<file path="src/rtl/prgrm_seq_pkg.sv">
// Shared definitions for the program sequencer: state codes and the
// instruction bit positions that the sequencer and decode logic agree on.
package prgrm_seq_pkg;

    typedef enum logic [2:0] {
        ST_IDLE      = 3'b000,
        ST_FETCH     = 3'b001,
        ST_LOAD      = 3'b010,
        ST_DECODE    = 3'b011,
        ST_EXECUTE   = 3'b100,
        ST_WRITEBACK = 3'b101
    } seq_state_t;

    localparam int RET_BIT  = 27;
    localparam int CALL_BIT = 28;
    localparam int JMP_BIT  = 29;

endpackage

</file>
<file path="src/rtl/rtn_addr_stack.sv">
// Return-address LIFO. The top entry is readable combinationally so a
// return can load it into the PC on the same edge that pops it.
module rtn_addr_stack #(
    parameter int DEPTH = 4,
    parameter int WIDTH = 8
) (
    input  logic             clk,
    input  logic             rst_n,
    input  logic             push,
    input  logic             pop,
    input  logic [WIDTH-1:0] push_data,
    output logic [WIDTH-1:0] top,
    output logic             full,
    output logic             empty
);

    localparam int PTR_W = $clog2(DEPTH + 1);
    localparam int IDX_W = (DEPTH > 1) ? $clog2(DEPTH) : 1;

    logic [WIDTH-1:0] mem [DEPTH];
    logic [PTR_W-1:0] sp_reg;
    logic [IDX_W-1:0] wr_idx;
    logic [IDX_W-1:0] rd_idx;

    // sp_reg counts entries, so the top lives one below it
    assign wr_idx = IDX_W'(sp_reg);
    assign rd_idx = IDX_W'(sp_reg - PTR_W'(1));
    assign full   = (sp_reg == PTR_W'(DEPTH));
    assign empty  = (sp_reg == '0);
    assign top    = mem[rd_idx];

    always_ff @(posedge clk or negedge rst_n) begin
        if (!rst_n) begin
            sp_reg <= '0;
        end else if (push && !full) begin
            sp_reg <= sp_reg + PTR_W'(1);
        end else if (pop && !empty) begin
            sp_reg <= sp_reg - PTR_W'(1);
        end
    end

    always_ff @(posedge clk) begin
        if (push && !full) begin
            mem[wr_idx] <= push_data;
        end
    end

endmodule

</file>
<file path="src/rtl/prgrm_sequencer.sv">
// Instruction sequencer: fetch/load/decode/execute/writeback FSM with a
// program counter and a return-address stack for call/return.
module prgrm_sequencer
    import prgrm_seq_pkg::*;
#(
    parameter int PC_WIDTH    = 8,
    parameter int STACK_DEPTH = 4
) (
    input  logic                Clk,
    input  logic                Reset_N,
    input  logic                Run,
    input  logic                Stall,
    input  logic [31:0]         Instrn_In,
    input  logic                Instrn_Vld,
    input  logic                Incrmnt_PC,
    input  logic                Ld_Brnch_Addr,
    input  logic                Ld_Rtn_Addr,
    output logic [2:0]          CurrentState,
    output logic [31:0]         Crnt_Instrn,
    output logic [PC_WIDTH-1:0] PC,
    output logic                Fetch_Req,
    output logic                Stack_Ovf,
    output logic                Stack_Unf
);

    seq_state_t          state_reg, state_next;
    logic [31:0]         instr_reg;
    logic [PC_WIDTH-1:0] pc_reg, pc_next, pc_inc;
    logic                ovf_reg, ovf_next;
    logic                unf_reg, unf_next;
    logic                push, pop;
    logic [PC_WIDTH-1:0] stack_top;
    logic                stack_full, stack_empty;
    logic                exec_done;

    assign pc_inc    = pc_reg + PC_WIDTH'(1);
    assign exec_done = (state_reg == ST_EXECUTE) && !Stall;

    always_comb begin
        state_next = state_reg;
        case (state_reg)
            ST_IDLE:      if (Run) state_next = ST_FETCH;
            ST_FETCH:     if (Instrn_Vld) state_next = ST_LOAD;
            ST_LOAD:      state_next = ST_DECODE;
            ST_DECODE:    if (!Stall) state_next = ST_EXECUTE;
            ST_EXECUTE:   if (!Stall) state_next = ST_WRITEBACK;
            ST_WRITEBACK: if (!Stall) state_next = Run ? ST_FETCH : ST_IDLE;
            default:      state_next = ST_IDLE;
        endcase
    end

    // Return beats branch beats increment; a simultaneous branch is ignored
    always_comb begin
        pc_next  = pc_reg;
        ovf_next = ovf_reg;
        unf_next = unf_reg;
        push     = 1'b0;
        pop      = 1'b0;
        if (exec_done) begin
            if (Ld_Rtn_Addr) begin
                if (stack_empty) begin
                    pc_next  = pc_inc;
                    unf_next = 1'b1;
                end else begin
                    pc_next = stack_top;
                    pop     = 1'b1;
                end
            end else if (Ld_Brnch_Addr) begin
                pc_next = instr_reg[PC_WIDTH-1:0];
                if (instr_reg[CALL_BIT]) begin
                    if (stack_full) ovf_next = 1'b1;
                    else            push     = 1'b1;
                end
            end else if (Incrmnt_PC) begin
                pc_next = pc_inc;
            end
        end
    end

    always_ff @(posedge Clk or negedge Reset_N) begin
        if (!Reset_N) begin
            state_reg <= ST_IDLE;
            instr_reg <= '0;
            pc_reg    <= '0;
            ovf_reg   <= 1'b0;
            unf_reg   <= 1'b0;
        end else begin
            state_reg <= state_next;
            pc_reg    <= pc_next;
            ovf_reg   <= ovf_next;
            unf_reg   <= unf_next;
            if (state_reg == ST_FETCH && Instrn_Vld) begin
                instr_reg <= Instrn_In;
            end
        end
    end

    rtn_addr_stack #(
        .DEPTH (STACK_DEPTH),
        .WIDTH (PC_WIDTH)
    ) u_stack (
        .clk       (Clk),
        .rst_n     (Reset_N),
        .push      (push),
        .pop       (pop),
        .push_data (pc_inc),
        .top       (stack_top),
        .full      (stack_full),
        .empty     (stack_empty)
    );

    assign CurrentState = state_reg;
    assign Crnt_Instrn  = instr_reg;
    assign PC           = pc_reg;
    assign Fetch_Req    = (state_reg == ST_FETCH);
    assign Stack_Ovf    = ovf_reg;
    assign Stack_Unf    = unf_reg;

endmodule
</file>
<file path="config.mk">
export PLATFORM = sky130hd
export DESIGN_NAME = prgrm_sequencer
export DESIGN_NICKNAME = d
export VERILOG_FILES = /design/src/rtl/prgrm_seq_pkg.sv /design/src/rtl/rtn_addr_stack.sv /design/src/rtl/prgrm_sequencer.sv
export SDC_FILE = /design/constraint.sdc
export NUM_CORES = 1
export LEC_CHECK = 0
export BUFFER_PORTS_ARGS = -buffer_cell sky130_fd_sc_hd__buf_2
export CAP_MARGIN = 20
export CORE_MARGIN = 2
export CORE_UTILIZATION = 57
export DETAILED_ROUTE_END_ITERATION = 10
export GPL_TIMING_DRIVEN = 1
export PLACE_DENSITY = 0.83
export SYNTH_ARGS = -nofsm -noshare
export SYNTH_HDL_FRONTEND = slang
export SYNTH_SLANG_ARGS = --single-unit
</file>
<file path="constraint.sdc">
create_clock -name Clk -period 3.1 [get_ports Clk]
set_input_delay 0.155 -clock Clk [delete_from_list [all_inputs] [get_ports Clk]]
set_output_delay 0.155 -clock Clk [all_outputs]
set_load 0.03 [all_outputs]
</file>
* Word-level counts from Yosys, hierarchy flattened
Memories as Yosys holds them, arrays and structs flattened.
Index checks and enable logic that the tools add are counted.
** Storage, ports and cells
- Latch bits :: 0
- Bits in registers :: 48
- Output and inout bits :: 46
- Input port bits :: 40
- Memories kept :: 1
- Memory bits (read-only) :: 0
- RAM bits :: 32
- Logic and storage cells :: 60
** Memory list
- u_stack.mem :: words 4, width 8, read ports 1, clocked after memory_dff 0, wr ports 1, line rtn_addr_stack.sv:20 : logic [WIDTH-1:0] mem [DEPTH];
** Cells by class
- Multipliers :: 0
- Muxes and demuxes :: 23
- Shifts and indexed selects :: 0
- Div/mod/pow operators :: 0
- $lt $le $gt $ge :: 0
- Equality and inequality tests :: 11
- Reductions and logical operators :: 15
- Bitwise operators :: 1
- Add/subtract/negate cells :: 3
** Operator list (count)
- 8-bit two-way mux :: 4
- 3-bit two-way mux :: 7
- 3-bit one-hot mux with 6 select lines :: 1
- 1-bit two-way mux :: 11
- 2-bit inequality test (second input constant) :: 5
- 5-bit AND reduction :: 2
- 3-bit equality test (second input constant) :: 3
- 8-bit by 1-bit adder with 8-bit output (second input constant) :: 1
- 3-bit by 2-bit equality test with 1-bit output (second input constant) :: 2
- 3-bit logical NOT :: 2
- 1-bit logical AND :: 4
- 3-bit by 1-bit adder with 3-bit output (second input constant) :: 1
- 3-bit by 1-bit equality test with 1-bit output (second input constant) :: 1
- 1-bit logical NOT :: 3
- 3-bit AND reduction :: 1
- 3-bit nonzero test :: 1
- 3-bit by 1-bit subtractor with 3-bit output (second input constant) :: 1
- 2-bit AND reduction :: 1
- 2-bit nonzero test :: 1
- 1-bit inverter :: 1

* Depth between registers and ports, before layout
Gate-level depths: netlist of run 1.
- Word-level depth :: 9
- Mapped depth :: 8
- Gate-level depth less buffers :: 6

* Modules after synthesis
A second synthesis of run 1 with hierarchy kept.
** Second synthesis, totals
- Cells, all modules :: 244
- Area total of the unflattened synthesis :: 3575.9 um^2
** By module, submodules not included
- prgrm_sequencer :: sequential area each 1126.1 um^2, instances 1, area each 2125.8 um^2, cells an instance 171
- rtn_addr_stack :: sequential area each 1036.0 um^2, instances 1, area each 1450.1 um^2, cells an instance 73

* Worst setup path after synthesis of run 1
Ideal clock, no wire load.
- Path type :: register to register
- Start point :: register u_stack.sp_reg[0]
- End point :: register pc_reg[5] (netlist: PC[5])
- Path buffers :: 2
- Arrival time :: 1843 ps
- Cell stages (with the launch flop) :: 9
- Path slack :: 1128 ps
- Required time :: 2971 ps
- Period minus slack after synthesis :: 1972 ps
- Library setup time :: 129 ps
- Cell sequence :: dfrtp_1 -> inv_1 -> ha_1 -> buf_2 -> buf_2 -> mux2i_1 -> nor3_1 -> a2111oi_2 -> o2bb2ai_1
** Between the ends
- Longest elaborated chain between the ends :: 4
- Elaborated cells on any way between the ends :: 5
- Classes of those cells :: 1 x add/sub; 2 x mux; 1 x reduce/logical; 1 x memory
** RTL lines
- from (decl) :: line rtn_addr_stack.sv:21 : logic [PTR_W-1:0] sp_reg;
- from (signal assigned) :: line rtn_addr_stack.sv:36 : sp_reg <= sp_reg + PTR_W'(1);
- from (signal assigned) :: line rtn_addr_stack.sv:38 : sp_reg <= sp_reg - PTR_W'(1);
- 3-bit by 1-bit subtractor with 3-bit output
- memory read 4 x 8 bit
- 8-bit two-way mux (*) :: line prgrm_sequencer.sv:61 : if (stack_empty) begin
- 8-bit two-way mux (*) :: line prgrm_sequencer.sv:60 : if (Ld_Rtn_Addr) begin
- to (signal assigned) :: line prgrm_sequencer.sv:89 : pc_reg <= pc_next;
- to (decl) :: line prgrm_sequencer.sv:28 : logic [PC_WIDTH-1:0] pc_reg, pc_next, pc_inc;
Mark *: on every way between the ends. The rest lies on a longest branch, timed or not.
A chain may end at the register's enable or synchronous reset.

* Final worst setup path of run 1
Same ends and word-level chain as after synthesis.

==> flow_summary.yaml, run 1 <==
route:
  wl_per_cell_um: 19.08
  routed_via_density: 5.765
  drt-initial-drc-count: 201
  ant_nets: 0
  via_count: 2502
  firstDrtPassIters: 4
  drc: 0
  routed_wl_mm: 8.282
critical_path:
  crit_buf_inv: 2
  arrival_ns: 2.64
  end_kind: "flop"
  path_cells: "inv_1 > ha_1 > buf_4 > mux2i_1 > nor3_1 > a2111oi_2 > o2bb2ai_1"
  reg2reg_to: "PC[5]"
  critPathKind: "reg -> reg"
  path_delay_family: "adder cells"
  slowest_stage: "ha_1"
  critPathMaxStageDelay_ns: 0.57
  path_max_fanout: 9
  r2r_slack_ns: 0.68
  r2r_cells: 7
  worstPathRequired_ns: 3.33
  start_kind: "flop"
  rr_startpoint: "u_stack.sp_reg[0]"
timing:
  worst_pin_slew_ns: 0.9042
  hold_viol: 0
  finalSetupViolations: 0
  rsz0062_at_grt: "false"
  slew_headroom: 0.3908
  setup_tns_ns: 0
  final.min_clock_period_ns: 2.415
  slew_violations: 0
  fin_skew_ns: 0.01117
  fin_crit_sh: 0.7791
  clock.fmax_ghz: 0.4140
floorplan:
  dieArea_um2: 6986
  start_util: 0.5990
  die_w_um: 83.58
  die_y_um: 83.58
  core_area_um2: 6026
  num_io_pins: 86
  rows: 28
yosys:
  synth_cells: 264
  synth_ff_type: "dfrtp_1"
  ys_ff_latch: 80
  yosysSeqAreaShare: 0.5990
  syn_area_um2: 3610
  synthArstFlopShare: 0.6000
  synth_edf_count: 32
  syn-num-nets: 310
  syn_area_per_cell_um2: 13.67
  synth_cell_types: 41
  synth_warnings: 0
power:
  vdd_drop_max_mv: 0.7992
  clkPwrFrac: 0.168
  p_int_uw: 2689
  p_sw_frac: 0.4287
  p_seq_frac: 0.385
  p_per_area_nw_per_um2: 1089
  power.share.combinational: 0.447
  leakage_uw: 0.001818
  switchingPower_uw: 2017
status:
  status: "finished clean"
min_path:
  min_from: "Instrn_In[2]"
  worstHoldPathCells: 3
  worstHoldPathType: "in -> reg"
  holdPathEnd: "Crnt_Instrn[2]"
placed_design:
  dp_hpwl_mm: 5.473
  gp_congestion: 0.8220
  portBuffers: 85
  place_area_um2: 4086
grt:
  grt_max_degree: 49
  gr-usage-met2: 0.4095
  grt_pass1_vias: 2636
  antenna_found_initial: 0
  grt_usage: 0.2437
  busiest_layer: "met2"
  grt_first_pass_wirelength_mm: 13.19
  grt_util_met1: 0.3028
  use_met3: 0.05539
  overflow: 0
cells_and_area:
  drive_gt1_frac: 0.4178
  diodes: 0
  nFillCells: 397
  register_area_um2: 2162
  final_nets: 400
  area_delta_synth_final_pct: 19.76
  final_area_um2: 4323
  multiInputGateArea_um2: 1353
job:
  maxCapViolations: 0
clock_tree:
  clock_latency_ns: 0.35
  htree_levels: 3
  numCtsBuffers: 9
  cts.sinks: 80
  max-clock-path-buffers: 2
  tritoncts: "done"
  clk_pin_slew_ns: 0.08
  cts_root_buf: "clkbuf_8"
  cts_setup_buffers: 0
cells in the mapped netlist (all sizes together), types with 2 or more instances:
library cell,count,area share
nor2,13,0.018
o2bb2ai,2,0.0049
a31oi,3,0.0052
xor2,4,0.0097
o21bai,2,0.0042
dfrtp,48,0.33
xnor2,3,0.0073
nand2,12,0.012
ha,6,0.021
nand2b,5,0.0087
inv,6,0.0062
o21a,4,0.0083
nor2b,3,0.0052
nor3,15,0.025
nand3,7,0.0097
buf,11,0.021
nand4,2,0.0035
o21ai,10,0.014
mux2,31,0.097
a2111oi,5,0.021
mux4,2,0.012
a21oi,8,0.011
a221oi,2,0.0049
edfxtp,32,0.27
mux2i,13,0.036
and2,5,0.0087
worst register-to-register path, stage by stage (launching register included):
cell	delay, ns
dfrtp_1	0.50
inv_1	0.17
ha_1	0.57
buf_4	0.29
mux2i_1	0.27
nor3_1	0.10
a2111oi_2	0.29
o2bb2ai_1	0.11
per-stage QoR:
| step | util | hold slack (ns) | cells | total power, uW | worst slack [ns] |
|---|---|---|---|---|---|
| detailed placement | 0.6782 | 0.3840 | 416 | 3883 | 0.7624 |
| global route | 0.7174 | 0.02668 | 434 | 4942 | 0.4732 |
| CTS | 0.7124 | 0.02441 | 432 | 4688 | 0.6702 |
| global placement | 0.6782 | 0.3598 | 416 | 3811 | 0.8905 |
| finish | 0.7174 | 0.02785 | 434 | 4706 | 0.6848 |
| floorplan | - | -0.1406 | 264 | 3291 | 1.128 |
cells by family after synthesis:
family,count (synthesis),share of synthesized area
xor gates and xnor gates,7,0.01698
AOI/OAI and AO/OA,40,0.08181
DFF,80,0.5990
and+or+nand+nor,67,0.1081
muxes,46,0.1452
adders and majority gates,6,0.02080
buffers and inverters,18,0.02807
worst max path at each step:
stage / from / endpoint / depth (start not counted)
after CTS: u_stack.sp_reg[0] / PC[5] / 7
final: u_stack.sp_reg[0] / PC[5] / 7
after global placement: u_stack.sp_reg[0] / PC[3] / 7
after global routing: u_stack.sp_reg[0] / PC[5] / 7
after floorplan: u_stack.sp_reg[0] / PC[5] / 8
after detailed placement: u_stack.sp_reg[0] / PC[5] / 7
cell type report:
class	count	share of cell area
clock buffers	11	0.03531
multi-input cells	166	0.3129
repair buffers	91	0.1123
inverters	6	0.005210
well taps	75	0.02171
flip-flops and latches	80	0.5001
clock inverters	5	0.01245
what timing repair did:
action	in CTS	in global routing
hold buffers	0	1
endpoints found under the hold margin	0	20
gates resized for setup	0	0
cells in the final DEF (no fill, tap or decap), drive strengths merged, types with 3 or more instances in the layout:
master,count
buf,90
nand3,7
nand2b,5
inv,6
ha,6
edfxtp,32
xnor2,3
mux2,31
clkbuf,11
a31oi,3
dfrtp,48
xor2,4
o21ai,10
a2111oi,5
nor3,15
and2,5
o21a,4
clkinv,4
nand2,12
nor2,13
mux2i,13
a21oi,8
nor2b,3
layer usage:
| metal | wire length [um] | vias up |
|---|---|---|
| met1 | 3357 | 1248 |
| met2 | 4256 | 89 |
| met3 | 532 | 17 |
| met5 | 0 | - |
| li1 | - | 1148 |
| met4 | 136 | 0 |
power by group through the flow:
| stage | Combinational [uW] | Sequential [uW] | Clock, uW |
|---|---|---|---|
| 5_1_grt | 2250 | 1850 | 845 |
| 3_5_place_dp | 2070 | 1810 | 0 |
| 2_1_floorplan | 1000 | 2290 | 0 |
| 3_3_place_gp | 2020 | 1790 | 0 |
| 6_report | 2100 | 1810 | 790 |
| 4_1_cts | 2100 | 1790 | 796 |
Power figures use the tool's default switching activity.
==> run 2, diff against run 1 <==
--- a/config.mk
+++ b/config.mk
@@ -8,10 +8,10 @@
 export BUFFER_PORTS_ARGS = -buffer_cell sky130_fd_sc_hd__buf_2
 export CAP_MARGIN = 20
 export CORE_MARGIN = 2
-export CORE_UTILIZATION = 57
+export CORE_UTILIZATION = 48
 export DETAILED_ROUTE_END_ITERATION = 10
 export GPL_TIMING_DRIVEN = 1
-export PLACE_DENSITY = 0.83
+export PLACE_DENSITY = 0.75
 export SYNTH_ARGS = -nofsm -noshare
 export SYNTH_HDL_FRONTEND = slang
 export SYNTH_SLANG_ARGS = --single-unit
==> constraint.sdc (replaced) <==
create_clock -name Clk -period 2.1 [get_ports Clk]
set_input_delay 0.105 -clock Clk [delete_from_list [all_inputs] [get_ports Clk]]
set_output_delay 0.105 -clock Clk [all_outputs]
set_load 0.03 [all_outputs]
==> run 2 against run 1 <==
Effect of this change:
- global-route usage decreased by 1.4 points
- highest routed layer unchanged
- clock skew decreased by 0.0033 ns
- sequential power increased by 44%
- via count increased by 6.6%
- die area increased by 18%
- fmax increased by 23%
- clock power increased by 38%
- design area increased by 8.5%
- critical path type unchanged
- first-iteration DRC count increased by 41%
==> flow_summary.yaml, run 2 (synthesis results as in run 1) <==
power:
  leakage_uw: 0.001963
  p_per_area_nw_per_um2: 1512
  vdd_drop_max_mv: 0.9881
floorplan:
  die_w_um: 90.72
  die_y_um: 90.72
  start_util: 0.4977
  core_area_um2: 7253
  dieArea_um2: 8230
  rows: 31
  num_io_pins: 86
critical_path:
  r2r_cells: 5
  end_kind: "flop"
  path_cells: "inv_1 > ha_1 > nand2_1 > and4_1 > and2_1"
  critPathMaxStageDelay_ns: 0.42
  critPathKind: "reg -> reg"
  reg2reg_to: "u_stack.mem[2][0]"
  rr_startpoint: "u_stack.sp_reg[1]"
  slowest_stage: "dfrtp_1"
  r2r_slack_ns: 0.13
  start_kind: "flop"
  worstPathRequired_ns: 2.12
  arrival_ns: 1.99
  path_max_fanout: 8
  path_delay_family: "simple AND/OR/NAND/NOR gates"
  crit_buf_inv: 1
clock_tree:
  cts.sinks: 80
  htree_levels: 3
  cts_root_buf: "clkbuf_8"
  numCtsBuffers: 9
  tritoncts: "done"
  max-clock-path-buffers: 2
  clk_pin_slew_ns: 0.09
  cts_setup_buffers: 0
  clock_latency_ns: 0.36
grt:
  grt_pass1_vias: 2876
  overflow: 0
  grt_max_degree: 34
  grt_usage: 0.2297
  antenna_found_initial: 0
  grt_first_pass_wirelength_mm: 14.66
job:
  maxCapViolations: 0
placed_design:
  portBuffers: 85
  gp_congestion: 0.8524
  dp_hpwl_mm: 5.709
status:
  status: "finished clean"
route:
  routed_wl_mm: 9.012
  routed_via_density: 5.401
  wl_per_cell_um: 18.24
  drc: 0
  via_count: 2668
  firstDrtPassIters: 4
  drt-initial-drc-count: 284
  ant_nets: 0
cells_and_area:
  layout_commonest_cell: "buf_2"
  area_delta_synth_final_pct: 29.98
  final_nets: 436
  drive_gt1_frac: 0.3924
  nFillCells: 507
  diodes: 0
  layout_common_cells: "buf_2 (85), dfrtp_1 (48), dlygate4sd3_1 (33)"
min_path:
  min_from: "Run"
  holdPathEnd: "CurrentState[0]"
  worstHoldPathType: "in -> reg"
  worstHoldPathCells: 3
timing:
  final.min_clock_period_ns: 1.966
  fin_skew_ns: 0.007868
  finalSetupViolations: 0
  slew_violations: 0
  slew_headroom: 0.5057
  fin_crit_sh: 0.9361
  worst_pin_slew_ns: 0.7336
  hold_viol: 0
  whs_ns: 0.1460
  clock.fmax_ghz: 0.5087
  rsz0062_at_grt: "false"
  setup_tns_ns: 0
==> run 2: area by class of cell <==
type / count / area, um^2 / share of cell area
clock buffers: 9 / 123.9 / 0.02640
clock inverters: 7 / 58.81 / 0.01253
well taps: 99 / 123.9 / 0.02640
flip-flops and latches: 80 / 2162 / 0.4608
repair buffers: 127 / 848.3 / 0.1808
inverters: 6 / 22.52 / 0.004800
multi-input cells: 166 / 1353 / 0.2883
==> run 2: timing repair <==
item                                   CTS  global route
hold buffers                            33             0
resized for setup                        0             0
endpoints found under the hold margin   55             0
==> run 2: stage by stage <==
stage          setup WS [ns]  area [um^2]  power (uW)  utilization  instances
2_1_floorplan         0.1278         3610        4858            -        264
3_3_place_gp          0.2286         4179        5799       0.5762        445
3_5_place_dp          0.1564         4179        5879       0.5762        445
4_1_cts               0.1318         4692        7011       0.6469        494
5_1_grt              0.01385         4692        7428       0.6469        494
6_report              0.1343         4692        7096       0.6469        494
==> run 2: power by group <==
group          leakage [uW]  switching [uW]  internal [uW]  total (uW)
combinational       0.00101            2090           1300        3390
sequential         0.000852             423           2190        2610
clock             0.0000974             639            454        1090
total               0.00196            3150           3940        7100
==> run 2: worst max path at each step <==
stage,startpoint,to,cells after the start
6_report,u_stack.sp_reg[1],u_stack.mem[2][0],5
5_1_grt,u_stack.sp_reg[1],u_stack.mem[2][4],5
4_1_cts,u_stack.sp_reg[1],u_stack.mem[2][0],5
3_5_place_dp,u_stack.sp_reg[1],u_stack.mem[2][6],5
3_3_place_gp,u_stack.sp_reg[1],u_stack.mem[2][5],5
2_1_floorplan,u_stack.sp_reg[0],PC[5],8
==> run 2: metal layers <==
layer	GRT usage	vias to the layer above	routed length [um]
met5	0	-	0
met4	0.07821	0	112
met3	0.06177	16	790
met2	0.3887	129	4531
met1	0.2854	1293	3577
li1	-	1230	-
==> run 2: worst reg2reg max path, stage by stage (launching register included) <==
cell and delay, ns:
dfrtp_1 0.42, inv_1 0.11, ha_1 0.25, nand2_1 0.17, and4_1 0.28, and2_1 0.40
==> run 3, diff against run 2 <==
==> constraint.sdc (replaced) <==
create_clock -name Clk -period 2.1 [get_ports Clk]
set_input_delay 0 -clock Clk [delete_from_list [all_inputs] [get_ports Clk]]
set_output_delay 0 -clock Clk [all_outputs]
set_load 0.03 [all_outputs]
==> run 3 against run 2 <==
Effect of this change:
- worst hold slack worse by 0.12 ns
- clock power about the same
- power is 0.65% lower
- setup slack worse by 0.015 ns
- fmax fell by 0.74%
- sequential share of layout area decreased by 0.098 points
- design area up 0.21%
- global-route usage is 0.21 points higher
- register-to-register slack hardly changed
- routed wire length grew 0.37%
- critical path type unchanged
==> flow_summary.yaml, run 3 (synthesis results as in run 1) <==
status:
  status: "finished clean"
critical_path:
  worstPathRequired_ns: 2.33
  critPathKind: "reg -> reg"
  arrival_ns: 2.21
  rr_startpoint: "u_stack.sp_reg[1]"
  end_kind: "flop"
  start_kind: "flop"
  r2r_cells: 7
  r2r_slack_ns: 0.12
  reg2reg_to: "PC[4]"
  path_max_fanout: 7
grt:
  antenna_found_initial: 0
  grt_max_degree: 34
  grt_usage: 0.2318
  grt_first_pass_wirelength_mm: 14.46
  grt_pass1_vias: 2771
  overflow: 0
timing:
  worst_pin_slew_ns: 0.8226
  fin_crit_sh: 0.9430
  clock.fmax_ghz: 0.5050
  setup_tns_ns: 0
  fin_skew_ns: 0.01193
  slew_headroom: 0.4458
  slew_violations: 0
  final.min_clock_period_ns: 1.980
  finalSetupViolations: 0
  hold_viol: 0
  rsz0062_at_grt: "false"
route:
  firstDrtPassIters: 4
  ant_nets: 0
  drt-initial-drc-count: 232
  routed_via_density: 5.365
  drc: 0
  routed_wl_mm: 9.045
  wl_per_cell_um: 18.24
  via_count: 2661
cells_and_area:
  final_area_um2: 4702
  nFillCells: 506
  drive_gt1_frac: 0.3980
  final_nets: 438
  layout_commonest_cell: "buf_2"
  final_core_util: 0.6483
  area_delta_synth_final_pct: 30.26
  layout_common_cells: "buf_2 (85), dfrtp_1 (48), dlygate4sd3_1 (33)"
  diodes: 0
placed_design:
  portBuffers: 85
  gp_congestion: 0.8459
  place_area_um2: 4182
  dp_hpwl_mm: 5.736
clock_tree:
  tritoncts: "done"
  htree_levels: 3
  numCtsBuffers: 9
  cts.sinks: 80
  clk_pin_slew_ns: 0.08
  clock_latency_ns: 0.35
  cts_setup_buffers: 0
  cts_root_buf: "clkbuf_8"
  max-clock-path-buffers: 2
floorplan:
  rows: 31
  dieArea_um2: 8230
  num_io_pins: 86
  core_area_um2: 7253
  die_w_um: 90.72
  start_util: 0.4977
  die_y_um: 90.72
min_path:
  worstHoldPathCells: 3
  holdPathEnd: "CurrentState[0]"
  worstHoldPathType: "in -> reg"
  min_from: "Run"
power:
  p_per_area_nw_per_um2: 1499
  vdd_drop_max_mv: 0.9475
  leakage_uw: 0.001969
job:
  maxCapViolations: 0
==> run 3: cell types whose count changed in the layout (fill, tap and decap cells not counted), moves of 2 or more <==
cell,previous run,this run
inv_4,2,0
clkbuf_1,0,2
buf_4,7,10
inv_6,3,1
and2_2,0,2
and2_1,5,3
clkinv_2,0,2
==> run 3: worst max-delay path by stage <==
| stage | startpoint | endpoint | cells after the start |
|---|---|---|---|
| 2_1_floorplan | u_stack.sp_reg[0] | PC[5] | 8 |
| 3_3_place_gp | CurrentState[0] | u_stack.mem[2][6] | 3 |
| 3_5_place_dp | u_stack.sp_reg[1] | PC[4] | 7 |
| 4_1_cts | u_stack.sp_reg[1] | u_stack.mem[2][7] | 5 |
| 5_1_grt | u_stack.sp_reg[1] | PC[4] | 7 |
| 6_report | u_stack.sp_reg[1] | PC[4] | 7 |
==> run 3: layout make-up <==
class                   instances  area, um^2  share of cell area
well taps                      99       123.9             0.02634
repair buffers                129       850.8              0.1809
clock inverters                 4       27.53            0.005854
multi-input cells             166        1359              0.2890
clock buffers                  12       156.4             0.03326
flip-flops and latches         80        2162              0.4598
inverters                       6       22.52            0.004790
==> run 3: metrics by stage <==
step           power, uW  hold WS (ns)  setup slack [ns]  cells
6_report            7050       0.02437            0.1197    496
5_1_grt             7392       0.01785          0.005333    496
3_5_place_dp        5862      -0.09782            0.1310    447
4_1_cts             6958      0.006743            0.1090    496
2_1_floorplan       4858       -0.2956            0.1278    264
3_3_place_gp        5775      -0.09669            0.1935    447
==> run 3: timing repair <==
item                                   CTS  global route
resized for setup                        0             3
endpoints found under the hold margin   80             0
setup endpoints to repair                0            17
hold buffers                            33             0
==> run 3: per-layer routing <==
layer  share of wire  up-vias  GRT usage
met3           0.076       18    0.07262
li1                -     1233          -
met5               0        -          0
met1            0.41     1286     0.2949
met2            0.49      124     0.3675
met4           0.021        0    0.09744
==> run 3: power by group <==
group          switching [uW]  internal, uW
clock network             556           505
registers                 409          2190
logic                    2090          1290
==> run 3: worst max-delay path, stage by stage, from the launching register on <==
cell and delay (ns):
dfrtp_1 0.41, inv_1 0.10, ha_1 0.39, buf_4 0.22, mux2i_2 0.27, nor3_1 0.09, a2111oi_2 0.27, a21oi_1 0.10
